--- config.mk ---
export PLATFORM = sky130hd
export DESIGN_NAME = fetch_unit
export DESIGN_NICKNAME = d
export VERILOG_FILES = /design/src/rtl/fetch_unit.sv
export SDC_FILE = /design/constraint.sdc
export NUM_CORES = 1
export LEC_CHECK = 0
export CAP_MARGIN = 20
export CORE_MARGIN = 2
export CORE_UTILIZATION = 47
export CTS_BUF_LIST = sky130_fd_sc_hd__clkbuf_16
export DETAILED_ROUTE_END_ITERATION = 16
export PLACE_DENSITY = 0.77
export SETUP_SLACK_MARGIN = 0.4
export SYNTH_ARGS = -nofsm -noshare
export SYNTH_HDL_FRONTEND = slang
export SYNTH_SLANG_ARGS = --single-unit
--- constraint.sdc ---
create_clock -name clock -period 6.1 [get_ports clock]
set_input_delay 1.22 -clock clock [delete_from_list [all_inputs] [get_ports clock]]
set_output_delay 1.22 -clock clock [all_outputs]
set_load 0.01 [all_outputs]
--- src/rtl/fetch_unit.sv ---
// Instruction fetch: owns the PC, issues in-order imem requests under a credit limit, buffers words for decode.
// Response-to-instruction_valid latency is one cycle; stall holds the head, and credits stop requests once the buffer plus in-flight reaches FIFO_DEPTH.
module fetch_unit #(
    parameter logic [31:0] RESET_PC   = 32'h0000_0000,
    parameter int          FIFO_DEPTH = 2,
    parameter logic [31:0] NOP_INSTR  = 32'h0000_0013
) (
    input  logic        clock,
    input  logic        reset_n,
    output logic        imem_req_valid,
    input  logic        imem_req_ready,
    output logic [31:0] imem_req_addr,
    input  logic        imem_resp_valid,
    input  logic [31:0] imem_resp_data,
    input  logic        redirect,
    input  logic [31:0] redirect_target,
    input  logic        stall,
    output logic [31:0] instruction,
    output logic [31:0] instruction_pc,
    output logic        instruction_valid
);
    localparam int AW = $clog2(FIFO_DEPTH);
    localparam int CW = AW + 1;
    localparam logic [CW:0] DEPTH_C = (CW + 1)'(FIFO_DEPTH);

    logic [31:0]   fetch_pc_q, fetch_pc_d;
    logic [31:0]   resp_pc_q, resp_pc_d;
    logic [CW-1:0] outstanding_q, outstanding_d;
    logic [CW-1:0] count_q, count_d;
    logic [CW-1:0] drop_q, drop_d;
    logic [AW-1:0] wr_ptr_q, wr_ptr_d;
    logic [AW-1:0] rd_ptr_q, rd_ptr_d;
    logic [31:0]   data_mem_q [FIFO_DEPTH];
    logic [31:0]   data_mem_d [FIFO_DEPTH];
    logic [31:0]   pc_mem_q   [FIFO_DEPTH];
    logic [31:0]   pc_mem_d   [FIFO_DEPTH];

    logic          credit_ok;
    logic          req_fire;
    logic          push;
    logic          pop;
    logic [31:0]   target;

    assign credit_ok      = ({1'b0, outstanding_q} + {1'b0, count_q}) < DEPTH_C;
    assign imem_req_valid = reset_n & credit_ok;
    assign imem_req_addr  = fetch_pc_q;
    assign req_fire       = imem_req_valid & imem_req_ready;
    assign target         = redirect_target & 32'hFFFF_FFFC;
    // Words still owed to a flushed stream are discarded, never buffered.
    assign push           = imem_resp_valid & ~redirect & (drop_q == '0);
    assign pop            = instruction_valid & ~stall & ~redirect;

    assign instruction_valid = (count_q != '0);
    assign instruction       = instruction_valid ? data_mem_q[rd_ptr_q] : NOP_INSTR;
    assign instruction_pc    = instruction_valid ? pc_mem_q[rd_ptr_q] : 32'h0;

    always_comb begin
        fetch_pc_d    = fetch_pc_q;
        resp_pc_d     = resp_pc_q;
        outstanding_d = outstanding_q;
        drop_d        = drop_q;

        case ({req_fire, imem_resp_valid})
            2'b10:   outstanding_d = outstanding_q + CW'(1);
            2'b01:   outstanding_d = outstanding_q - CW'(1);
            default: outstanding_d = outstanding_q;
        endcase

        if (redirect) begin
            fetch_pc_d = target;
            resp_pc_d  = target;
            drop_d     = outstanding_d;
        end else begin
            if (req_fire)
                fetch_pc_d = fetch_pc_q + 32'd4;
            if (push)
                resp_pc_d = resp_pc_q + 32'd4;
            if (imem_resp_valid && drop_q != '0)
                drop_d = drop_q - CW'(1);
        end
    end

    always_comb begin
        wr_ptr_d   = wr_ptr_q;
        rd_ptr_d   = rd_ptr_q;
        count_d    = count_q;
        data_mem_d = data_mem_q;
        pc_mem_d   = pc_mem_q;

        if (redirect) begin
            wr_ptr_d = '0;
            rd_ptr_d = '0;
            count_d  = '0;
        end else begin
            if (push) begin
                data_mem_d[wr_ptr_q] = imem_resp_data;
                pc_mem_d[wr_ptr_q]   = resp_pc_q;
                wr_ptr_d             = wr_ptr_q + AW'(1);
            end
            if (pop)
                rd_ptr_d = rd_ptr_q + AW'(1);
            if (push && !pop)
                count_d = count_q + CW'(1);
            else if (pop && !push)
                count_d = count_q - CW'(1);
        end
    end

    always_ff @(posedge clock) begin
        if (!reset_n) begin
            fetch_pc_q    <= RESET_PC;
            resp_pc_q     <= RESET_PC;
            outstanding_q <= '0;
            count_q       <= '0;
            drop_q        <= '0;
            wr_ptr_q      <= '0;
            rd_ptr_q      <= '0;
        end else begin
            fetch_pc_q    <= fetch_pc_d;
            resp_pc_q     <= resp_pc_d;
            outstanding_q <= outstanding_d;
            count_q       <= count_d;
            drop_q        <= drop_d;
            wr_ptr_q      <= wr_ptr_d;
            rd_ptr_q      <= rd_ptr_d;
        end
    end

    // Storage needs no reset: count_q gates every read.
    always_ff @(posedge clock) begin
        data_mem_q <= data_mem_d;
        pc_mem_q   <= pc_mem_d;
    end
endmodule
Word-level counts from Yosys, hierarchy flattened
Cells that the tools add are included.
{"block": "word_totals", "ff_bits": 200, "word_cells": 76}
{"block": "op_classes", "n_addsub": 10, "order_cmp": 4, "eq_ne": 2, "muxes": 21, "bitwise": 11, "n_reduce_logical": 15}
{"operator": "2-to-1 mux 32 bit", "n": 13}
{"operator": "bitwise mux 64 bit", "n": 2}
{"operator": "adder 32 x 3 -> 32 bit, second input constant", "n": 2}
{"operator": "demux 32 bit (select 1 bit)", "n": 1}
{"operator": "nonzero test 2 bit", "n": 6}
{"operator": "2-to-1 mux 2 bit", "n": 4}
{"operator": "AND 1 bit", "n": 6}
{"operator": "subtractor 2 x 1 -> 2 bit, second input constant", "n": 3}
{"operator": "adder 2 x 1 -> 2 bit, second input constant", "n": 2}
{"operator": "greater-or-equal comparator 2 bit, second input constant", "n": 2}
{"operator": "logical AND 1 bit", "n": 4}
{"operator": "NOT 1 -> 2 bit", "n": 2}
{"operator": "case mux 2 bit (2 select lines)", "n": 1}
{"operator": "adder 2 x 2 -> 3 bit", "n": 1}
{"operator": "less-than comparator 3 x 2 -> 1 bit, second input constant", "n": 1}
{"operator": "NOT 1 bit", "n": 3}
{"operator": "adder 1 bit, second input constant", "n": 2}
{"operator": "== test 2 x 1 -> 1 bit, second input constant", "n": 1}
{"operator": "== test 2 bit, second input constant", "n": 1}
{"operator": "logical NOT 1 bit", "n": 2}
{"operator": "logical NOT 2 bit", "n": 1}
{"operator": "less-than comparator 2 x 1 -> 1 bit, second input constant", "n": 1}
{"operator": "AND reduction 2 bit", "n": 1}
{"operator": "OR reduction 2 bit", "n": 1}

Logic depth before layout (Yosys ltp)
Gate-level depths: netlist of run 1.
{"block": "logic_depth", "depth_word": 7, "mapped_depth": 10}

Least setup slack after synthesis of run 1
No wires, ideal clock.
{"block": "synth_path", "path_type": "input port to flip-flop", "startpoint": "in redirect", "endpoint": "reg data_mem_q[32] in the netlist's numbering, enable pin", "setup_time_ns": 0.558, "arrival_ns": 5.898, "required_time_ns": 5.542, "slack_ns": -0.356, "stages": 3, "cell_sequence": "clkbuf_1 -> buf_1 -> nor3_1"}
{"block": "synth_between", "elab_chain_len": 4}
{"element": "start, declared", "line": "15", "text": "input logic redirect,"}
{"element": "NOT 1 bit (no source line) *"}
{"element": "AND 1 bit (2 in a row)", "line": "50", "text": "assign push = imem_resp_valid & ~redirect & (drop_q == '0);"}
{"element": "AND reduction 2 bit (no source line) *"}
{"element": "end signal, assigned", "line": "131", "text": "data_mem_q <= data_mem_d;"}
{"element": "end, declared", "line": "33", "text": "logic [31:0] data_mem_q [FIFO_DEPTH];"}
Every way passes the cells marked *; elsewhere a longest branch is shown, timed or not.
A chain may end at the register's enable or synchronous reset.

Worst setup path after layout of run 1
{"block": "layout_path", "startpoint": "reg rd_ptr_q", "endpoint": "out instruction_pc[16]"}
{"block": "layout_between", "elab_chain_len": 5}
{"element": "start, declared", "line": "32", "text": "logic [AW-1:0] rd_ptr_q, rd_ptr_d;"}
{"element": "start signal, assigned", "line": "125", "text": "rd_ptr_q <= rd_ptr_d;"}
{"element": "NOT 1 -> 2 bit (implied by the code)", "line": "55", "text": "assign instruction_pc = instruction_valid ? pc_mem_q[rd_ptr_q] : 32'h0;"}
{"element": "2-to-1 mux 32 bit (implied by the code) (3 in a row)", "line": "55"}
{"element": "2-to-1 mux 32 bit", "line": "55"}
{"element": "end, declared", "line": "19", "text": "output logic [31:0] instruction_pc,"}
Every way passes these cells. The select of a mux whose other input is x is not followed.

==> metrics.md, run 1 <==
| Metric | Value |
|---|---|
| Async SR Flop Fraction | 0% |
| Largest cells by area after synthesis | edfxtp_1, dfxtp_1, mux2i_1 |
| Port buffer count | 161 |
| I/O pin cnt | 168 |
| Global-route wire length before repair | 30.93 mm |
| DPL Wire Length | 13.08 mm |
| Drc violations | 0 |
| Clock Sinks | 192 |
| Largest net degree at the start of global routing | 63 |
| Setup Skew | 0.008135 ns |
| Initial core utilization | 47.55% |
| Most common flop cell mapped by yosys | edfxtp_1 |
| Final ANT Viol Nets | 0 |
| Hold Violations, Final | 0 |
| Critical path required time | 4.88 ns |
| First-pass iteration count of the detailed router | 5 |
| Sequential area share after synthesis | 59.94% |
| Setup TNS | 0 ns |
| Power Total | 2844 uW |
| Arrival @ worst endpoint | 2.64 ns |
| Maximum VDD drop | 0.2283 mV |
| Hold endpoint | pc_mem_q[58] |
| Die height | 138.3 um |
| CP cell instances | buf_4, mux2i_1, nor2_1, clkdlybuf4s50_1 |
| Initial antenna violation count | 0 |
| Cells after Synth | 736 |
| Max frequency | 0.2594 GHz |
| Chip width | 138.3 um |
| R2R Path Start | count_q[0] |
| Static Leak | 0.003397 uW |
| Worst R2R Setup Slack | 3.15 ns |
| Critical path fanouts, max | 41 |
| CTS buffer count | 17 |
| GPL Wtd Cong | 0.9146 |
| Fin crit share | 63.20% |
| Syn Area/Cell | 11.53 um2 |
| Via/cell ratio | 5.626 |
| Post-CTS setup buffer count | 0 |
| H-tree Lvls | 4 |
| Pre-CTS WS | 1.974 ns |
| Largest area contributor in the netlist | edfxtp_1 |
| Finished Core Util | 60.38% |
| Worst Hold Launch | resp_pc_q[26] |
| Hold Buf Count CTS | 0 |
| Post-synth EDFFs | 124 |
| WL/cell | 17.18 um |
| Layout Nets | 954 |
| Worst R2R End | imem_req_addr[17] |
| Pwr dens | 264.1 nW/um2 |
| Resized cells post-CTS | 0 |
| Synthesis warning total | 0 |
| Crit path max-delay family | buffers and inverters |
| Layout cells sized above 1 | 5.163% |
| Seq cells post-synth | 192 |
| Worst hold path stage count | 0 |
| Crit path max-delay cell type | dfxtp_4 |
| Clk slew on worst S/H paths | 0.06 ns |
| Number of DRC markers in iteration 0 | 436 |
| Synth unique cells | 56 |
| Max-slew headroom | 32.49% |
| Final Setup Violations | 0 |
| Startpoint Class | flop |
| Total track usage | 20.20% |
| Clk Latency, worst-skew pair | 0.43 ns |
| Fin worst setup slack | 2.245 ns |
| Worst Max-Slew Pin Slew | 1.006 ns |
| CP max stage delay | 0.81 ns |
| Hold crit path type | flop to flop |
| Post-synthesis cell area | 8483 um2 |
| Number of global-route vias before repair | 5915 |
| CTS tree | yes |
| Max-slew violations | 0 |
| Grt total ovfl | 0 |
| RSZ-0062 raised after global routing | no |
| Root Driver | clkbuf_16 |
| Area fraction of the dominant cell type after synthesis | 43.89% |
| Crit path buf inv count | 2 |
| Crit path kind | flop to primary output |
| Minimum clock period | 3.855 ns |
| Number of max-cap violations | 0 |
| Drt total wl | 19.25 mm |
| Die area | 19140 um2 |
| Row count | 49 |
| Layout area overhead | 26.98% |
| Setup crit end kind | primary output |
| Core footprint | 17840 um2 |
| N_diodes | 0 |
| Status | finished clean |
| CTS Buffer Depth | 2 |
| DR vias | 6301 |
| R2R cell count | 7 |
-- Yosys cell counts (all sizes together) (3+ instances only) --
cell type	count
nand2b	8
o31ai	17
buf	14
nor3	19
dfxtp	68
or4	21
a21oi	27
nand3	23
a32oi	5
a211oi	3
ha	5
nor2	76
xor2	9
mux2i	64
o21ai	35
inv	13
nand2	39
or2	3
a31oi	22
o211ai	6
o311a	3
clkbuf	34
nand4	17
and4	11
nor4	11
nand4b	3
edfxtp	124
and2	6
xnor2	18
or3	5
-- layout by cell type, fill, tap and decap left out, types with 3 or more instances in the layout --
cell type,instances
a211oi_1,3
a21oi_1,27
a31oi_1,22
a32oi_1,5
and2_1,5
and4_1,11
buf_4,7
clkbuf_16,17
clkdlybuf4s50_1,161
clkinv_1,4
clkinvlp_4,6
conb_1,4
dfxtp_1,67
edfxtp_1,124
ha_1,5
inv_1,16
mux2i_1,64
nand2_1,39
nand2b_1,8
nand3_1,23
nand4_1,15
nand4b_1,3
nor2_1,75
nor3_1,18
nor4_1,11
o211ai_1,6
o21ai_0,35
o311a_1,3
o31ai_1,17
or2_2,3
or3_1,5
or4_1,20
xnor2_1,18
xor2_1,9
-- registers in the layout, summed over array words and instances, names as in the netlist --
signal / count
rd_ptr_q: 1
resp_pc_q: 30
imem_req_addr: 30
outstanding_q: 2
count_q: 2
wr_ptr_q: 1
data_mem_q: 64
pc_mem_q: 60
drop_q: 2
-- worst reg2reg max path, cell delays in order (launching register included) --
cell and delay [ns]:
dfxtp_1 0.44, and2_1 0.18, fa_1 0.43, and4bb_2 0.54, inv_2 0.23, or2_2 0.44
o31a_1 0.30, o311a_1 0.28
-- power by group --
group	switching (uW)	total, uW	leakage (uW)	internal, uW
clock network	458	967	0.000246	509
registers	62.2	1530	0.00171	1460
logic	177	352	0.00144	175
-- per-layer routing --
metal | GRT usage (%) | wire length [um]
met1 | 29.00 | 8690
met2 | 30.80 | 8799
met3 | 4.364 | 1428
met4 | 6.606 | 326
met5 | 0 | 0
-- cell families after synthesis --
group | count (synthesis) | share of synthesized area [%]
muxes | 64 | 7.552
and+or+nand+nor | 249 | 15.37
other | 1 | 0.04421
DFF | 192 | 59.94
buffers and inverters | 61 | 3.009
AOI/OAI and AO/OA | 136 | 10.32
adders and majority gates | 6 | 0.9735
xor gates and xnor gates | 27 | 2.788
-- stage by stage --
stage	std cells	hold WS (ns)	instance area (um2)
finish	1120	0.5243	10770
global placement	1088	0.4742	10260
detailed placement	1088	0.4925	10260
global route	1120	0.5325	10770
floorplan	739	0.4544	8499
CTS	1120	0.5191	10770
-- worst max-delay path by stage --
| stage | end | depth (start not counted) | startpoint |
|---|---|---|---|
| after floorplan | data_mem_q[32] | 3 | redirect |
| after global placement | imem_req_addr[12] | 6 | redirect |
| after detailed placement | resp_pc_q[12] | 6 | redirect |
| after CTS | instruction_pc[16] | 4 | rd_ptr_q |
| after global routing | instruction_pc[16] | 4 | rd_ptr_q |
| final | instruction_pc[16] | 4 | rd_ptr_q |
-- cell type report --
cell class	count	area, um2
fill	1459	7069
inverter	13	48.80
multi-input combinational	486	3174
clock buffer	17	425.4
clock inverter	15	83.83
sequential	192	5089
tap	229	286.5
timing repair buffer	168	1664
(Power assumes the default switching activity.)
==> run 2: changes to the inputs <==
CORE_UTILIZATION = 52   (was 47)
PLACE_DENSITY = 0.8   (was 0.77)
clock period = 4.03 ns   (was 6.1 ns; I/O delays follow)
==> run 2 against run 1 <==
Flip-flop and latch count unchanged. Via count increased by 2.5%. Hold slack got worse by 0.0083 ns. Sequential share of layout area decreased by 0.76 points. Combinational power increased by 56%. Critical endpoint is now instruction_pc[28]. Sequential power increased by 51%. Clock-buffer cell count unchanged. Power increased by 60%. Non-clock buffer count increased by 7. Register-to-register slack got worse by 1.8 ns. Cell count decreased by 0.54%. Largest power group unchanged. Die area decreased by 9.3%.
==> metrics.md, run 2 (same netlist as run 1, synthesis figures left out) <==
| Metric | Value |
|---|---|
| Resized cells post-CTS | 0 |
| Hold WS | 0.5160 ns |
| Crit path kind | flop to primary output |
| I/O pin cnt | 168 |
| Static Leak | 0.003485 uW |
| Via/cell ratio | 5.796 |
| Arrival @ worst endpoint | 2.36 ns |
| Critical path fanouts, max | 39 |
| Root Driver | clkbuf_16 |
| Initial core utilization | 53.21% |
| CP cell instances | buf_12, mux2i_1, nor2_1, clkdlybuf4s50_1 |
| Number of max-cap violations | 0 |
| CTS tree | yes |
| Post-CTS setup buffer count | 0 |
| CTS buffer count | 17 |
| Max reg flops | 64 |
| Row count | 46 |
| DR vias | 6457 |
| Seq pwr share | 50.7% |
| Hold crit path type | flop to flop |
| Pwr dens | 416.2 nW/um2 |
| Crit path buf inv count | 2 |
| Post-route cell area | 10950 um2 |
| Fin crit share | 78.63% |
| Layout area overhead | 29.06% |
| Internal power | 3423 uW |
| Setup TNS | 0 ns |
| Most frequent cells in the layout | clkdlybuf4s50_1, edfxtp_1, nor2_1 |
| Global-route wire length before repair | 32.19 mm |
| H-tree Lvls | 4 |
| Clk Latency, worst-skew pair | 0.43 ns |
| Drt total wl | 20.10 mm |
| Drc violations | 0 |
| Worst Setup SP | rd_ptr_q |
| Final Setup Violations | 0 |
| Status | finished clean |
| Placed cell areas | 10350 um2 |
| CTS Buffer Depth | 2 |
| Die area | 17350 um2 |
| Worst Hold Launch | resp_pc_q[26] |
| Core footprint | 15940 um2 |
| Number of global-route vias before repair | 6250 |
| Clk slew on worst S/H paths | 0.07 ns |
| Largest net degree at the start of global routing | 63 |
| Number of DRC markers in iteration 0 | 450 |
| P_sw | 1133 uW |
| Sw Share | 24.86% |
| Hold Violations, Final | 0 |
| Crit path max-delay family | flip-flops |
| Worst Max-Slew Pin Slew | 0.7757 ns |
| WL/cell | 18.04 um |
| R2R Path Start | count_q[0] |
| Die height | 131.7 um |
| Largest regs | data_mem_q (64), pc_mem_q (60) |
| Minimum clock period | 3.169 ns |
| First-pass iteration count of the detailed router | 5 |
| Max frequency | 0.3156 GHz |
| DPL Wire Length | 13.76 mm |
| Setup Skew | 0.009026 ns |
| Startpoint Class | flop |
| Setup crit end kind | primary output |
| Hold Buf Count CTS | 0 |
| Port buffer count | 161 |
| Clock Sinks | 192 |
| Maximum VDD drop | 0.3474 mV |
| Max-slew headroom | 48.10% |
| Crit path max-delay cell type | dfxtp_4 |
| Max-slew violations | 0 |
| Clock power frac | 37.3% |
| Layout Nets | 961 |
| Total track usage | 23.13% |
| GPL Wtd Cong | 0.9057 |
| Initial antenna violation count | 0 |
| Final ANT Viol Nets | 0 |
| N_diodes | 0 |
| Biggest register | data_mem_q |
| Most common cell after layout, fill and taps aside | clkdlybuf4s50_1 |
| RSZ-0062 raised after global routing | no |
| Critical path required time | 3.22 ns |
| CP max stage delay | 0.80 ns |
| Chip width | 131.7 um |
| Grt total ovfl | 0 |
| Logic gate share of total power | 12.1% |
| Layout cells sized above 1 | 6.793% |
-- run 2: cell types whose count changed in the layout (fill, tap and decap cells not counted), sizes merged --
cell / before / now
clkinv: 4 / 3
inv: 18 / 20
clkinvlp: 6 / 3
buf: 7 / 14
bufinv: 0 / 2
-- run 2: power groups by stage --
stage                     registers [uW]  clock network, uW  logic, uW
after floorplan                     2330                  0        274
after global placement              2340                  0        533
after detailed placement            2350                  0        548
after CTS                           2310               1720        552
after global routing                2320               1810        596
final                               2310               1700        550
-- run 2: final timing paths --
path                         to  slack (ns)  cells after the start
max          instruction_pc[28]        0.86                      4
min                pc_mem_q[26]        0.52                      0
max reg2reg   imem_req_addr[30]        1.36                      7
min reg2reg        pc_mem_q[26]        0.52                      0
-- run 2: routing by layer --
layer / share of wire [%] / global-route usage (%) / vias up
li1: - / - / 3085
met4: 1.3 / 7.729 / 0
met2: 47 / 37.35 / 299
met3: 7.0 / 4.630 / 24
met5: 0 / 0 / -
met1: 44 / 31.51 / 3049
-- run 2: per-stage QoR --
step | cells | setup slack [ns] | utilization (%) | total power [uW]
after floorplan | 739 | 0.7486 | - | 2605
after global placement | 1082 | 0.9175 | 64.91 | 2871
after detailed placement | 1082 | 0.8025 | 64.91 | 2896
after CTS | 1114 | 0.8195 | 68.67 | 4580
after global routing | 1114 | 0.7288 | 68.67 | 4724
final | 1114 | 0.8614 | 68.67 | 4556
-- run 2: final cells by class --
class,instances,area [um2]
multi-input combinational,486,3174
inverter,13,48.80
sequential,192,5089
timing repair buffer,175,1767
tap,216,270.3
clock buffer,17,425.4
clock inverter,15,173.9
fill,1131,4995
==> run 3: changes to the inputs <==
CORE_UTILIZATION = 47   (was 52)
PLACE_DENSITY = 0.77   (was 0.8)
clock period = 2.8 ns   (was 4.03 ns; I/O delays follow)
==> run 3 against run 2 <==
Hold slack worse by 0.016 ns. Power up 44%. Clock skew up 0.0018 ns. Clock-buffer cell count unchanged. Sequential share of layout area down 2.2 points. Register-to-register slack worse by 0.96 ns. Utilization down 4.1 points. Global-route usage down 2.7 points. Clock power up 42%. Via count up 1.7%. Cell count up 4.2%. Critical endpoint is now instruction[19]. Largest power group unchanged. Highest routed layer unchanged.
==> metrics.md, run 3 (same netlist as run 1, synthesis figures left out) <==
| Metric | Value |
|---|---|
| Clock Sinks | 192 |
| WL/cell | 17.57 um |
| Layout area overhead | 35.71% |
| Root Driver | clkbuf_16 |
| DPL Wire Length | 13.71 mm |
| Max frequency | 0.4145 GHz |
| Row count | 49 |
| Hold Buf Count CTS | 0 |
| DR vias | 6566 |
| Drt total wl | 20.40 mm |
| Arrival @ worst endpoint | 1.85 ns |
| H-tree Lvls | 4 |
| Core footprint | 17840 um2 |
| Global-route wire length before repair | 31.28 mm |
| Crit path max-delay cell type | clkdlybuf4s50_1 |
| CP max stage delay | 0.55 ns |
| Port buffer count | 161 |
| Critical path fanouts, max | 8 |
| CTS buffer count | 17 |
| Minimum clock period | 2.413 ns |
| Hold Violations, Final | 0 |
| Layout cells sized above 1 | 12.23% |
| Status | finished clean |
| Grt total ovfl | 0 |
| Crit path max-delay family | buffers and inverters |
| Layout Nets | 995 |
| Final ANT Viol Nets | 0 |
| CTS tree | yes |
| Worst Max-Slew Pin Slew | 0.5972 ns |
| Die area | 19140 um2 |
| Most frequent cells in the layout | edfxtp_1, clkdlybuf4s50_1, nor2_1 |
| Static Leak | 0.004684 uW |
| Largest net degree at the start of global routing | 63 |
| Max-slew headroom | 59.88% |
| First-pass iteration count of the detailed router | 5 |
| Fin crit share | 86.17% |
| Total track usage | 20.45% |
| Max-slew violations | 0 |
| Crit path kind | flop to primary output |
| Max reg flops | 64 |
| Number of max-cap violations | 0 |
| CTS Buffer Depth | 2 |
| I/O pin cnt | 168 |
| Startpoint Class | flop |
| Die height | 138.3 um |
| Power Total | 6566 uW |
| Setup crit end kind | primary output |
| Clk Latency, worst-skew pair | 0.43 ns |
| Hold crit path type | flop to flop |
| Clk slew on worst S/H paths | 0.07 ns |
| Crit path buf inv count | 3 |
| Pwr dens | 570.4 nW/um2 |
| N_diodes | 0 |
| GPL Wtd Cong | 0.8896 |
| Critical path required time | 2.24 ns |
| RSZ-0062 raised after global routing | yes |
| Setup Skew | 0.01079 ns |
| Number of global-route vias before repair | 6106 |
| Biggest register | data_mem_q |
| Via/cell ratio | 5.655 |
| Most common cell after layout, fill and taps aside | edfxtp_1 |
| Largest regs | data_mem_q (64), pc_mem_q (60) |
| Initial core utilization | 47.55% |
| Number of DRC markers in iteration 0 | 350 |
| Drc violations | 0 |
| Final Setup Violations | 0 |
| Chip width | 138.3 um |
| Setup TNS | 0 ns |
| Maximum VDD drop | 0.5651 mV |
| Initial antenna violation count | 0 |
| CP cell instances | buf_6, buf_12, mux2i_2, nor2_1, clkdlybuf4s50_1 |
-- run 3: cell types whose count changed in the layout (fill, tap and decap cells not counted), sizes merged --
cell | previous run | this run
dlygate4sd2 | 0 | 1
clkdlybuf4s50 | 161 | 105
clkinvlp | 3 | 2
clkinv | 3 | 4
dlymetal6s2s | 0 | 54
clkbuf | 17 | 20
buf | 14 | 46
-- run 3: repair_timing --
item	4_1_cts	5_1_grt
endpoints found under the setup margin	74	73
pin swaps	3	4
setup buffers	5	14
cloned	0	2
resized for setup	15	69
-- run 3: cell type report --
class | count | area (um2)
Fill cell | 1353 | 6329
Sequential cell | 192 | 5092
Multi-Input combinational cell | 486 | 3252
Timing Repair Buffer | 209 | 2235
Clock buffer | 17 | 425.4
Tap cell | 229 | 286.5
Clock inverter | 15 | 170.2
Inverter | 13 | 51.30
-- run 3: worst register-to-register path, delay by kind of cell, from the launching register on --
kind | cells | cell delay [ns]
buf+inv | 1 | 0.08
simple gates | 3 | 0.82
flops | 1 | 0.35
fa+ha+maj | 1 | 0.47
compound gates | 2 | 0.58
-- run 3: worst paths after layout --
| kind | end | slack, ns | start | cells after the start |
|---|---|---|---|---|
| min reg2reg | pc_mem_q[26] | 0.50 | resp_pc_q[26] | 0 |
| max | instruction[19] | 0.39 | rd_ptr_q | 5 |
| max reg2reg | imem_req_addr[17] | 0.40 | count_q[0] | 7 |
| min | pc_mem_q[26] | 0.50 | resp_pc_q[26] | 0 |
-- run 3: where the power goes --
part           leakage, uW  total, uW  internal [uW]  switching, uW
logic              0.00269        838            427            411
registers          0.00171       3320           3190            136
clock network     0.000288       2410           1340           1060
-- run 3: per-stage QoR --
step | instance area, um2 | instances | hold slack [ns] | utilization [%] | setup slack, ns
2_1_floorplan | 8561 | 739 | 0.4544 | - | 0.01857
3_3_place_gp | 10470 | 1108 | 0.4856 | 58.69 | 0.3132
3_5_place_dp | 10470 | 1108 | 0.4839 | 58.69 | 0.2881
4_1_cts | 11150 | 1145 | 0.4977 | 62.47 | 0.3281
5_1_grt | 11510 | 1161 | 0.5203 | 64.53 | 0.3235
6_report | 11510 | 1161 | 0.5001 | 64.53 | 0.3873
-- run 3: layer usage --
layer / part of all wire, % / track usage, %
met1: 44 / 28.90
met2: 47 / 31.71
met3: 7.4 / 3.360
met4: 1.4 / 8.271
met5: 0 / 0
